**src/rtl/video_timing_sched.sv**
```systemverilog
// Pixel-rate raster scheduler for the TMDS output path (clk_x5 domain).
// Define TIMING_CHECK_EN to reject illegal timing offers with a cfg_err pulse.
module video_timing_sched #(
    parameter int DIV     = 5,
    parameter int CW      = 10,
    parameter int H_TOTAL = 800,
    parameter int H_SYNC  = 96,
    parameter int H_ACT0  = 144,
    parameter int H_ACT1  = 784,
    parameter int V_TOTAL = 525,
    parameter int V_SYNC  = 2,
    parameter int V_ACT0  = 35,
    parameter int V_ACT1  = 515
) (
    input  logic            clk_x5,
    input  logic            resetn,
    input  logic            cfg_valid,
    output logic            cfg_ready,
    input  logic [8*CW-1:0] cfg_data,
    output logic            cfg_err,
    output logic            pix_stb,
    output logic            de,
    output logic            hsync,
    output logic            vsync,
    output logic [CW-1:0]   x,
    output logic [CW-1:0]   y,
    output logic            frame_end
);
    localparam int PW = (DIV > 1) ? $clog2(DIV) : 1;
    localparam logic [PW-1:0] PH_LAST = PW'(DIV - 1);

    localparam int I_HT  = 0;
    localparam int I_HS  = 1;
    localparam int I_HA0 = 2;
    localparam int I_HA1 = 3;
    localparam int I_VT  = 4;
    localparam int I_VS  = 5;
    localparam int I_VA0 = 6;
    localparam int I_VA1 = 7;

    // Field order matches cfg_data: H_TOTAL in the lowest CW bits.
    typedef logic [7:0][CW-1:0] timing_t;
    localparam timing_t DEF_TIMING = {CW'(V_ACT1), CW'(V_ACT0), CW'(V_SYNC), CW'(V_TOTAL),
                                      CW'(H_ACT1), CW'(H_ACT0), CW'(H_SYNC), CW'(H_TOTAL)};

    logic [PW-1:0] r_phase;
    logic          r_pix_stb;
    logic          r_frame_end;
    logic          r_pending;
    logic          r_de;
    logic          r_hsync;
    logic          r_vsync;
    logic [CW-1:0] r_hc;
    logic [CW-1:0] r_vc;
    logic [CW-1:0] r_x;
    logic [CW-1:0] r_y;
    timing_t       r_act;
    timing_t       r_shadow;

    logic          w_phase_last;
    logic          w_h_last;
    logic          w_v_last;
    logic          w_xfer;
    logic          w_apply;
    logic          w_cfg_ok;
    logic [CW-1:0] w_hc_n;
    logic [CW-1:0] w_vc_n;
    logic          w_de_n;
    logic          w_hs_n;
    logic          w_vs_n;
    timing_t       w_nxt_t;

    // ">=" keeps the counters bounded even if a smaller TOTAL is applied.
    assign w_phase_last = (r_phase == PH_LAST);
    assign w_h_last     = (r_hc >= r_act[I_HT] - CW'(1));
    assign w_v_last     = (r_vc >= r_act[I_VT] - CW'(1));
    assign w_xfer       = cfg_valid & ~r_pending;
    assign w_apply      = r_frame_end & r_pending;
    assign w_nxt_t      = w_apply ? r_shadow : r_act;

    always_comb begin
        w_hc_n = r_hc + CW'(1);
        w_vc_n = r_vc;
        if (w_h_last) begin
            w_hc_n = '0;
            w_vc_n = w_v_last ? '0 : r_vc + CW'(1);
        end
    end

    // Decode the position the counters are about to hold, under the timing that will be active.
    always_comb begin
        w_hs_n = (w_hc_n < w_nxt_t[I_HS]);
        w_vs_n = (w_vc_n < w_nxt_t[I_VS]);
        w_de_n = (w_hc_n >= w_nxt_t[I_HA0]) && (w_hc_n < w_nxt_t[I_HA1]) &&
                 (w_vc_n >= w_nxt_t[I_VA0]) && (w_vc_n < w_nxt_t[I_VA1]);
    end

`ifdef TIMING_CHECK_EN
    timing_t w_cfg;
    logic    r_err;

    assign w_cfg    = cfg_data;
    assign w_cfg_ok = (w_cfg[I_HS] < w_cfg[I_HA0]) && (w_cfg[I_HA0] < w_cfg[I_HA1]) &&
                      (w_cfg[I_HA1] <= w_cfg[I_HT]) &&
                      (w_cfg[I_VS] < w_cfg[I_VA0]) && (w_cfg[I_VA0] < w_cfg[I_VA1]) &&
                      (w_cfg[I_VA1] <= w_cfg[I_VT]) &&
                      (w_cfg[I_HT] >= CW'(2)) && (w_cfg[I_VT] >= CW'(2));

    always_ff @(posedge clk_x5 or negedge resetn) begin
        if (!resetn) begin
            r_err <= 1'b0;
        end else begin
            r_err <= w_xfer & ~w_cfg_ok;
        end
    end

    assign cfg_err = r_err;
`else
    assign w_cfg_ok = 1'b1;
    assign cfg_err  = 1'b0;
`endif

    always_ff @(posedge clk_x5 or negedge resetn) begin
        if (!resetn) begin
            r_phase     <= '0;
            r_pix_stb   <= 1'b0;
            r_frame_end <= 1'b0;
            r_pending   <= 1'b0;
            r_hc        <= '0;
            r_vc        <= '0;
            r_de        <= 1'b0;
            r_hsync     <= 1'b1;
            r_vsync     <= 1'b1;
            r_x         <= '0;
            r_y         <= '0;
            r_act       <= DEF_TIMING;
            r_shadow    <= DEF_TIMING;
        end else begin
            r_phase     <= w_phase_last ? '0 : r_phase + PW'(1);
            r_pix_stb   <= w_phase_last;
            // Counters are stable on this edge because the strobe lives in phase 0.
            r_frame_end <= w_phase_last & w_h_last & w_v_last;

            if (r_pix_stb) begin
                r_hc    <= w_hc_n;
                r_vc    <= w_vc_n;
                r_hsync <= w_hs_n;
                r_vsync <= w_vs_n;
                r_de    <= w_de_n;
                r_x     <= w_de_n ? w_hc_n - w_nxt_t[I_HA0] : '0;
                r_y     <= w_de_n ? w_vc_n - w_nxt_t[I_VA0] : '0;
            end

            // Apply needs pending=1 and transfer needs pending=0, so these never collide.
            if (w_apply) begin
                r_act     <= r_shadow;
                r_pending <= 1'b0;
            end else if (w_xfer && w_cfg_ok) begin
                r_shadow  <= cfg_data;
                r_pending <= 1'b1;
            end
        end
    end

    assign cfg_ready = ~r_pending;
    assign pix_stb   = r_pix_stb;
    assign frame_end = r_frame_end;
    assign de        = r_de;
    assign hsync     = r_hsync;
    assign vsync     = r_vsync;
    assign x         = r_x;
    assign y         = r_y;

endmodule

```
**config.mk**
```make
export PLATFORM = sky130hd
export DESIGN_NAME = video_timing_sched
export DESIGN_NICKNAME = d
export VERILOG_FILES = /design/src/rtl/video_timing_sched.sv
export SDC_FILE = /design/constraint.sdc
export NUM_CORES = 1
export LEC_CHECK = 0
export CAP_MARGIN = 20
export CORE_UTILIZATION = 48
export DETAILED_ROUTE_END_ITERATION = 7
export HOLD_SLACK_MARGIN = 0.1
export PLACE_DENSITY = 0.71
export SLEW_MARGIN = 20
export SYNTH_ARGS = -nofsm -noshare
export SYNTH_HDL_FRONTEND = slang
export SYNTH_SLANG_ARGS = --single-unit
```
**constraint.sdc**
```tcl
create_clock -name clk_x5 -period 5.6 [get_ports clk_x5]
set_input_delay 1.12 -clock clk_x5 [delete_from_list [all_inputs] [get_ports clk_x5]]
set_output_delay 1.12 -clock clk_x5 [all_outputs]
set_load 0.05 [all_outputs]
```
# Yosys cells after proc, flatten, opt, wreduce, memory -nomap -nowiden
# Cells that the tools add are included.
[word_totals] register_bits=209 inputBits=83 wordCells=63
[op_classes] addsub=7 magnitude_cmp=8 eq_ne=1 muxes=9 bitwise=6 reduce_logical=5
[ops] cell="80-bit two-way mux" count=1
[ops] cell="10-bit two-way mux" count=5
[ops] cell="10-bit greater-or-equal comparator" count=4
[ops] cell="10-bit < comparator" count=4
[ops] cell="10-bit by 1-bit adder with 10-bit output (second input constant)" count=2
[ops] cell="10-bit by 1-bit subtractor with 10-bit output (second input constant)" count=2
[ops] cell="10-bit subtractor" count=2
[ops] cell="1-bit bitwise AND" count=4
[ops] cell="3-bit by 1-bit adder with 3-bit output (second input constant)" count=1
[ops] cell="3-bit == test (second input constant)" count=1
[ops] cell="1-bit logical AND" count=3
[ops] cell="3-bit two-way mux" count=1
[ops] cell="1-bit two-way mux" count=2
[ops] cell="1-bit NOT" count=2
[ops] cell="2-bit AND reduction" count=1
[ops] cell="2-bit nonzero test" count=1

# Longest topological paths before layout
# Gate-level depths: netlist of run 1.
[logic_depth] word_depth=8 ltp_mapped=24 mapped_depth_nobuf=22

# Least setup slack after synthesis of run 1
# Ideal clock, no wire load.
[synth_timing] kind="register to register" startpoint="register r_act[4] (netlist bit)" endpoint="register r_y[1] (netlist: y[1])" setup_time_ps=75 arrival_time_ps=4939 required_ps=5525 slack_ps=586 stages_incl_launch_ff=24 n_path_buf=3 path_cell_list="dfrtp_1 -> or3_1 -> or3_1 -> or3_1 -> nor3_1 -> xnor2_1 -> ha_1 -> a21oi_1 -> o21ai_0 -> a31oi_1 -> and2_1 -> clkbuf_1 -> clkbuf_1 -> a21oi_1 -> ha_1 -> fa_1 -> nand2b_1 -> a21oi_1 -> a41oi_1 -> o211ai_1 -> o311ai_1 -> a21o_1 -> buf_6 -> o2bb2ai_2"
[synth_between] elab_chain_len=8
[synth_lines] item="start, declared" line="57" rtl="timing_t r_act;"
[synth_lines] item="start signal, assigned" line="156" rtl="r_act <= r_shadow;"
[synth_lines] item="10-bit by 1-bit subtractor with 10-bit output *" line="75" rtl="assign w_h_last = (r_hc >= r_act[I_HT] - CW'(1));"
[synth_lines] item="10-bit greater-or-equal comparator *" line="75"
[synth_lines] item="10-bit two-way mux" line="84" rtl="if (w_h_last) begin"
[synth_lines] item="10-bit greater-or-equal comparator / 10-bit < comparator (equally long branches)" line="94" rtl="w_de_n = (w_hc_n >= w_nxt_t[I_HA0]) && (w_hc_n < w_nxt_t[I_HA1]) &&"
[synth_lines] item="1-bit logical AND (2 in a row)" line="94"
[synth_lines] item="1-bit logical AND" line="95" rtl="(w_vc_n >= w_nxt_t[I_VA0]) && (w_vc_n < w_nxt_t[I_VA1]);"
[synth_lines] item="10-bit two-way mux *" line="151" rtl="r_y <= w_de_n ? w_vc_n - w_nxt_t[I_VA0] : '0;"
[synth_lines] item="end signal, assigned" line="151"
[synth_lines] item="end, declared" line="56" rtl="logic [CW-1:0] r_y;"
# Every way passes the cells marked *; elsewhere a longest branch is shown, timed or not.
# A chain may end at the register's enable or synchronous reset.

# Worst setup path in the final report of run 1
[layout_timing] startpoint="register r_act[44] (netlist bit)" endpoint="register r_y[4] (netlist: y[4])"
[layout_between] elab_chain_len=8
[layout_lines] item="10-bit by 1-bit subtractor with 10-bit output *" line="76" rtl="assign w_v_last = (r_vc >= r_act[I_VT] - CW'(1));"
[layout_lines] item="10-bit greater-or-equal comparator *" line="76"
[layout_lines] item="10-bit two-way mux *" line="86" rtl="w_vc_n = w_v_last ? '0 : r_vc + CW'(1);"
[layout_lines] item="10-bit two-way mux *" line="84"
[layout_lines] item="10-bit greater-or-equal comparator" line="95"
[layout_lines] item="1-bit logical AND" line="94"
[layout_lines] item="1-bit logical AND" line="95"
[layout_lines] item="10-bit two-way mux *" line="151"
# Marked as above.

==> run metrics, run 1 <==
status=complete, but fails checks; failing checks=design-rule violations; unique cell type count in the Yosys netlist=57; Mapped Area=0.0109 sq mm; Diodes inserted=0; Initial DRC Count=342; post-placement worst setup slack=191 ps; TritonCTS buffer count=23; sequential element share of the synthesized area=0.486; Max Cap Viol=0; top-area cell type share of the netlist area=0.380; critical path class=reg2reg; Post-Syn Area per Cell=11.7 sq um; antenna-violating nets left=0; worst hold path type=reg2reg; Layout Cells excl Fill=1,344; TritonRoute pass-1 iters=7; pins over their slew limit=0; measured slew at the worst slew-check pin=820 ps; die area=0.0232 sq mm; CP max FO=12; routed vias/inst=5.42; Slew HR=0.453; # IOs=110; largest net degree at the start of global routing=114; Startpoint Class=flop; row count=54; initial core utilization=0.493; Max Fclk=0.190 GHz; Post-synth EDFFs=0; Detailed Route WL=22,900 um; initial antenna violation count=0; power density cells=245 mW/mm^2; count leader, synth=dfrtp_1; Worst-Skew Late Latency=510 ps; WL/cell=17.1 um; Cells after DPL=1,303; share of cells above drive strength 1=0.227; Ys Warns=0; first-pass GRT wire length=38,100 um; all-layer global routing usage=0.203; Final setup viols=0; skew final=13.1 ps; die height=152 um; vias in the first global route=7,335; fin crit share=0.941; Mapped Cells=930; die width=152 um; vias post-DR=7,280; Max clock buf depth=3; Yosys top cell by area=dfrtp_1; Core Region=0.0220 sq mm; Port-buffer cells=108; CP arrival=5700 ps; Worst Path Required=6030 ps; Final WS setup=328 ps; RePlAce Congestion=0.891; largest cells by area after synthesis=dfrtp_1 38%, mux2_2 11%, dfstp_2 11%, ha_1 9.4%, mux2i_1 5.3%; Final nets=1,215; post-layout min period=5270 ps; GR Overflow Total=0; final core occ=0.596; CTS sink cnt=209; Leakage Power=6.82 nW; Syn Nets=1,097; IR drop worst, VDD=0.000185 V; DRC errors left=7; Clock transition at path regs=60 ps; H-tree Lvls=1; DP HPWL=16,600 um; placed standard-cell area=0.0123 sq mm; design area=0.0131 sq mm; CTS root buffer=clkbuf_16; synth-to-layout area growth=20.9%; CTS tree=done; asr flop ratio synth=1.00; synth cell count leaders=165 x dfrtp_1, 105 x mux2_2, 82 x ha_1; Final Hold Viols=0; crit path capture type=flop; FF+latch count, synth=209; Main synth FF type=dfrtp_1
==> registers in the layout (all words and copies together), names as in the netlist, 3 cells and up <==
name	count
r_hc	10
y	10
r_act	80
r_shadow	80
r_vc	10
x	10
r_phase	3
==> critical path, cell delays in order (launching register included) <==
cell and delay [ps]:
dfrtp_1 390, or3_1 430, nor2_1 130, nor4b_1 300, xnor2_1 180, ha_1 270
and4_1 230, nand2_1 70, a21oi_1 40, a211o_1 430, nand2b_1 340, nor2_1 140
a21oi_1 70, ha_1 250, fa_1 400, nand2b_1 170, a21oi_1 200, a41oi_1 90
o211ai_1 260, o311ai_1 140, a21o_2 310, buf_4 220, o2bb2ai_2 140
==> cell type report <==
type                            instances  area (sq um)
Tap cell                              280           350
Fill cell                            1785          8890
Timing Repair Buffer                  125          1250
Clock inverter                         13           136
Multi-Input combinational cell        612          5180
Inverter                               77           289
Sequential cell                       209          5290
Clock buffer                           28           644
==> cells in the final DEF (no fill, tap or decap), types with 3 or more instances in the layout <==
master           netlist  layout
o31ai_1                9       9
ha_1                  82      82
dfstp_2               44      44
a31oi_1                3       3
dfrtp_1              165     165
a211oi_1               3       3
a211o_1                3       3
nor3_1                12      11
clkbuf_16              0      23
nor2_1                28      26
a21o_1                13      12
o211ai_1               3       3
a21oi_1               40      40
xor2_1                18      18
nand2b_1              17      17
o2bb2ai_2             19      19
xnor2_1               20      20
nand3_1               16      16
o21ai_0               44      44
clkdlybuf4s50_1        0     107
buf_12                 0       3
o21bai_1               3       3
clkbuf_8               0       6
mux2i_1               58      58
mux2_2               105     105
and3_1                15      15
buf_4                  1      14
or3_1                  6       6
inv_1                 76      76
inv_6                  0       3
clkinv_2               0       5
nand2_1               46      44
nand4_1               13      13
==> what timing repair did <==
item | 4_1_cts | 5_1_grt
hold buffers | 0 | 0
hold endpoints to repair | 0 | 0
setup buffers | 0 | 0
gates resized for setup | 0 | 8
setup endpoints to repair | 0 | 21
==> layer usage <==
layer | GRT usage | part of all wire | up-vias
met2 | 0.324 | 0.45 | 150
met1 | 0.293 | 0.49 | 3558
met5 | 0 | 0 | -
met3 | 0.0270 | 0.035 | 34
met4 | 0.0481 | 0.023 | 0
li1 | - | - | 3538
==> path summary, 6_finish.rpt <==
check | from | endpoint | slack [ps] | depth (start not counted)
worst min register to register | r_phase[0]$_DFF_PN0_ | r_phase[0]$_DFF_PN0_ | 460 | 1
worst max-delay path | r_act[44]$_DFFE_PN0P_ | y[4]$_DFFE_PN0P_ | 330 | 22
max in group asynchronous | resetn | r_act[30]$_DFF_PN0_ | 3870 | 2
min in group asynchronous | resetn | r_shadow[26]$_DFFE_PN0P_ | 660 | 1
worst max register to register | r_act[44]$_DFFE_PN0P_ | y[4]$_DFFE_PN0P_ | 330 | 22
worst min-delay path | r_phase[0]$_DFF_PN0_ | r_phase[0]$_DFF_PN0_ | 460 | 1
==> per-stage QoR <==
step | setup TNS, ps | hold slack [ps] | total power, mW
3_5_place_dp | 0 | 460 | 1.71
2_1_floorplan | 0 | 430 | 1.61
6_report | 0 | 464 | 3.22
3_3_place_gp | 0 | 450 | 1.71
5_1_grt | -18.9 | 498 | 3.32
4_1_cts | 0 | 469 | 3.25
==> where the power goes <==
| part | total [mW] | internal (mW) | switching, mW | leakage (nW) |
|---|---|---|---|---|
| Combinational | 0.117 | 0.0733 | 0.0440 | 3.75 |
| Sequential | 1.56 | 1.55 | 0.0168 | 2.68 |
| Clock | 1.54 | 0.917 | 0.622 | 0.389 |
| Total | 3.22 | 2.54 | 0.683 | 6.82 |
==> cells by family (layout without fill, tap and decap cells) <==
| group | Yosys count | count (layout) | share of synthesized area |
|---|---|---|---|
| AOI/OAI and AO/OA | 157 | 157 | 0.104 |
| xor gates and xnor gates | 38 | 38 | 0.0306 |
| adders and majority gates | 84 | 84 | 0.0981 |
| buffers and inverters | 109 | 243 | 0.0398 |
| DFF | 209 | 209 | 0.486 |
| muxes | 163 | 163 | 0.162 |
| other | 1 | 1 | 0.000345 |
| and+or+nand+nor | 169 | 169 | 0.0785 |
Note: power is estimated with default switching activity, not from simulation.
==> inputs of run 2 (changes only) <==
- CORE_ASPECT_RATIO: unset -> 0.7
==> run metrics, run 2 (same netlist as run 1, synthesis figures left out) <==
initial antenna violation count=0 (unchanged); Worst Hold Margin=474 ps (was 464 ps); vias in the first global route=7,354 (was 7,335); GR Overflow Total=0 (unchanged); Sw Share=0.204 (was 0.212); pins over their slew limit=0 (unchanged); CTS tree=done (unchanged); Detailed Route WL=23,300 um (was 22,900 um); largest net degree at the start of global routing=132 (was 114); synth-to-layout area growth=21.0% (was 20.9%); RSZ-0062 raised after global routing=false; row count=45 (was 54); WL/cell=17.3 um (was 17.1 um); fill count=1,818 (was 1,785); Final Hold Viols=0 (unchanged); antenna-violating nets left=0 (unchanged); DP HPWL=16,800 um (was 16,600 um); FF-to-FF Start=r_act[3]$_DFFE_PN0P_ (was r_act[44]$_DFFE_PN0P_); power density cells=247 mW/mm^2 (was 245 mW/mm^2); P_int=2.58 mW (was 2.54 mW); die width=182 um (was 152 um); routed vias/inst=5.39 (was 5.42); register area=0.00529 sq mm (unchanged); Setup crit start=r_act[3]$_DFFE_PN0P_ (was r_act[44]$_DFFE_PN0P_); area of the multi-input gates=0.00518 sq mm (about the same); CTS root buffer=clkbuf_16 (unchanged); CTS Hold Buffers Added=0 (unchanged); skew final=10.8 ps (was 13.1 ps); Worst-Skew Late Latency=510 ps (about the same); fin crit share=0.938 (was 0.941); all-layer global routing usage=0.205 (was 0.203); Psw=0.662 mW (was 0.683 mW); die height=128 um (was 152 um); measured slew at the worst slew-check pin=833 ps (was 820 ps); path depth of the worst reg2reg path=21 (was 22); CP max FO=11 (was 12); Port-buffer cells=108 (unchanged); Startpoint Class=flop (unchanged); status=completed (was complete, but fails checks); Gate power share=0.037 (was 0.036); Diodes inserted=0 (unchanged); worst hold path type=in2async (was reg2reg); TritonRoute pass-1 iters=4 (was 7); Initial DRC Count=396 (was 342); IR drop worst, VDD=0.000174 V (was 0.000185 V); biggest regs=r_act (80), r_shadow (80) (unchanged); final core occ=0.599 (was 0.596); RR Endpoint=x[5]$_DFFE_PN0P_ (was y[4]$_DFFE_PN0P_); die area=0.0233 sq mm (was 0.0232 sq mm); crit path capture type=flop (unchanged); Max Fclk=0.190 GHz (about the same); # IOs=110 (unchanged); vias post-DR=7,247 (was 7,280); Clock transition at path regs=70 ps (was 60 ps); critical path class=reg2reg (unchanged); CP arrival=5670 ps (was 5700 ps); post-layout min period=5260 ps (was 5270 ps); Final setup viols=0 (unchanged); Leakage Power=6.81 nW (was 6.82 nW); Slew HR=0.443 (was 0.453); most frequent cells in the layout=165 x dfrtp_1, 107 x clkdlybuf4s50_1, 105 x mux2_2 (unchanged); CP endpoint=x[5]$_DFFE_PN0P_ (was y[4]$_DFFE_PN0P_); Max clock buf depth=3 (unchanged); Setup Total Neg Slack=0 ps (unchanged); CTS sink cnt=209 (unchanged); share of cells above drive strength 1=0.220 (was 0.227); Final nets=1,214 (was 1,215); H-tree Lvls=1 (unchanged); TritonCTS buffer count=22 (was 23); RePlAce Congestion=0.903 (was 0.891); DRC errors left=0 (was 7); internal reg-to-reg setup slack=340 ps (was 330 ps); most common cell after layout, fill and taps aside=dfrtp_1 (unchanged); Max Cap Viol=0 (unchanged); Core Region=0.0220 sq mm (about the same); first-pass GRT wire length=38,200 um (was 38,100 um); Worst Path Required=6020 ps (was 6030 ps); initial core utilization=0.495 (was 0.493); Clk pwr share=0.480 (was 0.478); sequential share of power=0.483 (was 0.486)
## run 2: metal layers
metal	global-route usage	part of all wire	vias to the layer above
li1	-	-	3531
met1	0.299	0.50	3531
met2	0.327	0.44	152
met3	0.0276	0.039	33
met4	0.0444	0.020	0
met5	0	0	-
## run 2: worst min-delay path by stage
| stage | from | end | slack [ps] | cells after the start |
|---|---|---|---|---|
| 4_1_cts | r_phase[0]$_DFF_PN0_ | r_phase[0]$_DFF_PN0_ | 480 | 1 |
| 3_5_place_dp | r_phase[0]$_DFF_PN0_ | r_phase[0]$_DFF_PN0_ | 470 | 1 |
| 2_1_floorplan | r_phase[0]$_DFF_PN0_ | r_phase[0]$_DFF_PN0_ | 430 | 1 |
| 5_1_grt | resetn | r_shadow[62]$_DFFE_PN0P_ | 480 | 1 |
| 6_report | resetn | r_shadow[62]$_DFFE_PN0P_ | 470 | 1 |
| 3_3_place_gp | r_phase[0]$_DFF_PN0_ | r_phase[0]$_DFF_PN0_ | 450 | 1 |
## run 2: layout make-up
class	instances	share of cell area
flip-flops and latches	209	0.402
multi-input cells	612	0.394
repair buffers	125	0.0958
clock buffers	32	0.0502
well taps	282	0.0268
inverters	77	0.0220
clock inverters	8	0.00923
## run 2: power by group through the flow
stage                     Clock [mW]  Sequential [mW]  Combinational (mW)
after detailed placement           0             1.59               0.120
after CTS                       1.60             1.56               0.121
after floorplan                    0             1.58              0.0291
after global routing            1.66             1.57               0.133
final                           1.56             1.56               0.120
after global placement             0             1.59               0.119
## run 2: through the flow
step	cells	setup WS, ps	area, sq um	total power, mW
2_1_floorplan	930	586	10900	1.61
3_5_place_dp	1304	254	12300	1.71
4_1_cts	1344	253	13100	3.28
6_report	1345	345	13100	3.24
3_3_place_gp	1304	383	12300	1.71
5_1_grt	1345	21.3	13100	3.36
## run 2: critical path: stages (launching register included)
cell      delay, ps
dfrtp_1         410
or3_1           390
or3_1           330
or3_1           350
nor3_1          220
xnor2_1         150
ha_1            260
a21oi_1         150
o21ai_0          90
a31oi_1         270
and2_2          340
a21oi_1         130
ha_1            250
fa_1            400
nand2b_1        160
a21oi_1         180
a41oi_1          80
o211ai_1        260
o311ai_1        130
a21o_1          190
buf_4           180
o32ai_2         250
## run 2: what timing repair did
| item | 4_1_cts | 5_1_grt |
|---|---|---|
| endpoints found under the hold margin | 0 | 0 |
| setup endpoints to repair | 0 | 16 |
| buffers inserted | 0 | 0 |
| resized for setup | 0 | 5 |
==> inputs of run 3 (changes only) <==
- clock period: 5.6 -> 5.7 ns (I/O delays scaled with it)
==> run metrics, run 3 (same netlist as run 1, synthesis figures left out) <==
Leakage Power=6.75 nW (was 6.81 nW); # IOs=110 (unchanged); CP endpoint=x[5]$_DFFE_PN0P_ (unchanged); routed vias/inst=5.39 (about the same); RePlAce Congestion=0.880 (was 0.903); design area=0.0130 sq mm (was 0.0131 sq mm); Worst Path Required=6120 ps (was 6020 ps); share of cells above drive strength 1=0.214 (was 0.220); RSZ-0062 raised after global routing=false (unchanged); Startpoint Class=flop (unchanged); DRC errors left=0 (unchanged); CTS Hold Buffers Added=0 (unchanged); CP arrival=5760 ps (was 5670 ps); post-layout min period=5340 ps (was 5260 ps); IR drop worst, VDD=0.000184 V (was 0.000174 V); Final setup viols=0 (unchanged); Max Fclk=0.187 GHz (was 0.190 GHz); P_int=2.40 mW (was 2.58 mW); crit path capture type=flop (unchanged); Initial DRC Count=414 (was 396); Max Cap Viol=0 (unchanged); die height=128 um (unchanged); CP max FO=11 (unchanged); vias post-DR=7,250 (was 7,247); TritonRoute pass-1 iters=5 (was 4); initial antenna violation count=0 (unchanged); synth-to-layout area growth=19.8% (was 21.0%); WHS Path Cells=1; placed standard-cell area=0.0123 sq mm (about the same); Sw Share=0.211 (was 0.204); Detailed Route WL=23,100 um (was 23,300 um); Gate power share=0.038 (was 0.037); Diodes inserted=0 (unchanged); TritonCTS buffer count=22 (unchanged); die area=0.0233 sq mm (unchanged); skew final=18.1 ps (was 10.8 ps); DP HPWL=16,500 um (was 16,800 um); Final Hold Viols=0 (unchanged); GR Overflow Total=0 (unchanged); Core Region=0.0220 sq mm (unchanged); Setup Total Neg Slack=0 ps (unchanged); Port-buffer cells=108 (unchanged); initial core utilization=0.495 (unchanged); vias in the first global route=7,333 (was 7,354); Clock transition at path regs=60 ps (was 70 ps); Worst-Skew Late Latency=510 ps (about the same); H-tree Lvls=1 (unchanged); WL/cell=17.2 um (was 17.3 um); worst hold path type=reg2reg (was in2async); measured slew at the worst slew-check pin=873 ps (was 833 ps); internal reg-to-reg setup slack=360 ps (was 340 ps); fin crit share=0.937 (was 0.938); biggest regs=r_act (80), r_shadow (80) (unchanged); Worst Hold Margin=465 ps (was 474 ps); largest net degree at the start of global routing=93 (was 132); power density cells=233 mW/mm^2 (was 247 mW/mm^2); antenna-violating nets left=0 (unchanged); status=completed (unchanged); pins over their slew limit=0 (unchanged); Max clock buf depth=3 (unchanged); most common cell after layout, fill and taps aside=dfrtp_1 (unchanged); CTS sink cnt=209 (unchanged); most frequent cells in the layout=165 x dfrtp_1, 107 x clkdlybuf4s50_1, 105 x mux2_2 (unchanged); FF-to-FF Start=r_act[4]$_DFFE_PN0P_ (was r_act[3]$_DFFE_PN0P_); Slew HR=0.417 (was 0.443); first-pass GRT wire length=38,600 um (was 38,200 um); Clk pwr share=0.456 (was 0.480); Final nets=1,213 (was 1,214); die width=182 um (unchanged); row count=45 (unchanged); all-layer global routing usage=0.209 (was 0.205); sequential share of power=0.506 (was 0.483); CTS root buffer=clkbuf_16 (unchanged); Setup crit start=r_act[4]$_DFFE_PN0P_ (was r_act[3]$_DFFE_PN0P_); RR Endpoint=x[5]$_DFFE_PN0P_ (unchanged); critical path class=reg2reg (unchanged); CTS tree=done (unchanged); Psw=0.639 mW (was 0.662 mW); path depth of the worst reg2reg path=22 (was 21)
run 3: repair_timing:
item / 4_1_cts / 5_1_grt
buffers inserted: 0 / 0
gates resized for setup: 0 / 1
setup endpoints to repair: 0 / 14
run 3: stage by stage:
step | utilization | std cells | total power [mW] | setup WS, ps
after floorplan | - | 930 | 1.58 | 686
after global placement | 0.560 | 1304 | 1.68 | 448
after detailed placement | 0.560 | 1304 | 1.68 | 376
after CTS | 0.592 | 1344 | 3.08 | 344
after global routing | 0.593 | 1344 | 3.15 | 31.8
final | 0.593 | 1344 | 3.04 | 361
run 3: metal layers:
metal,vias to the layer above,track usage,routed length [um]
li1,3534,-,-
met1,3532,0.311,11500
met2,152,0.321,10100
met3,32,0.0310,970
met4,0,0.0523,445
met5,-,0,0
run 3: final cells by class:
class / instances / area [sq um]
clock buffers: 34 / 667
clock inverters: 6 / 36.3
fillers: 1787 / 8940
inverters: 77 / 289
multi-input cells: 612 / 5170
flip-flops and latches: 209 / 5290
well taps: 282 / 353
repair buffers: 124 / 1220
run 3: how the worst min path moves through the flow:
stage	from	to	slack (ps)
final	r_phase[0]$_DFF_PN0_	r_phase[0]$_DFF_PN0_	470
after global routing	r_phase[0]$_DFF_PN0_	r_phase[0]$_DFF_PN0_	490
after CTS	r_phase[0]$_DFF_PN0_	r_phase[0]$_DFF_PN0_	470
after detailed placement	r_phase[0]$_DFF_PN0_	r_phase[0]$_DFF_PN0_	460
after global placement	r_phase[0]$_DFF_PN0_	r_phase[0]$_DFF_PN0_	450
after floorplan	r_phase[0]$_DFF_PN0_	r_phase[0]$_DFF_PN0_	430
run 3: critical path, stage by stage, from the launching register on:
cell,delay (ps)
dfrtp_1,400
or3_1,400
or3_1,330
or3_1,350
nor3_1,210
xnor2_1,150
ha_1,260
a21oi_1,130
o21ai_0,100
a31oi_1,220
and2_1,400
nand2_1,100
o21ai_1,200
inv_1,100
fa_1,430
nand2b_1,160
a21oi_1,200
a41oi_1,80
o211ai_1,270
o311ai_1,150
a21o_1,190
buf_4,180
o32ai_2,250
run 3: power by group through the flow:
stage / combinational, mW / sequential (mW) / clock, mW
2_1_floorplan: 0.0286 / 1.56 / 0
3_3_place_gp: 0.116 / 1.56 / 0
3_5_place_dp: 0.117 / 1.56 / 0
4_1_cts: 0.118 / 1.54 / 1.42
5_1_grt: 0.128 / 1.54 / 1.48
6_report: 0.115 / 1.54 / 1.38
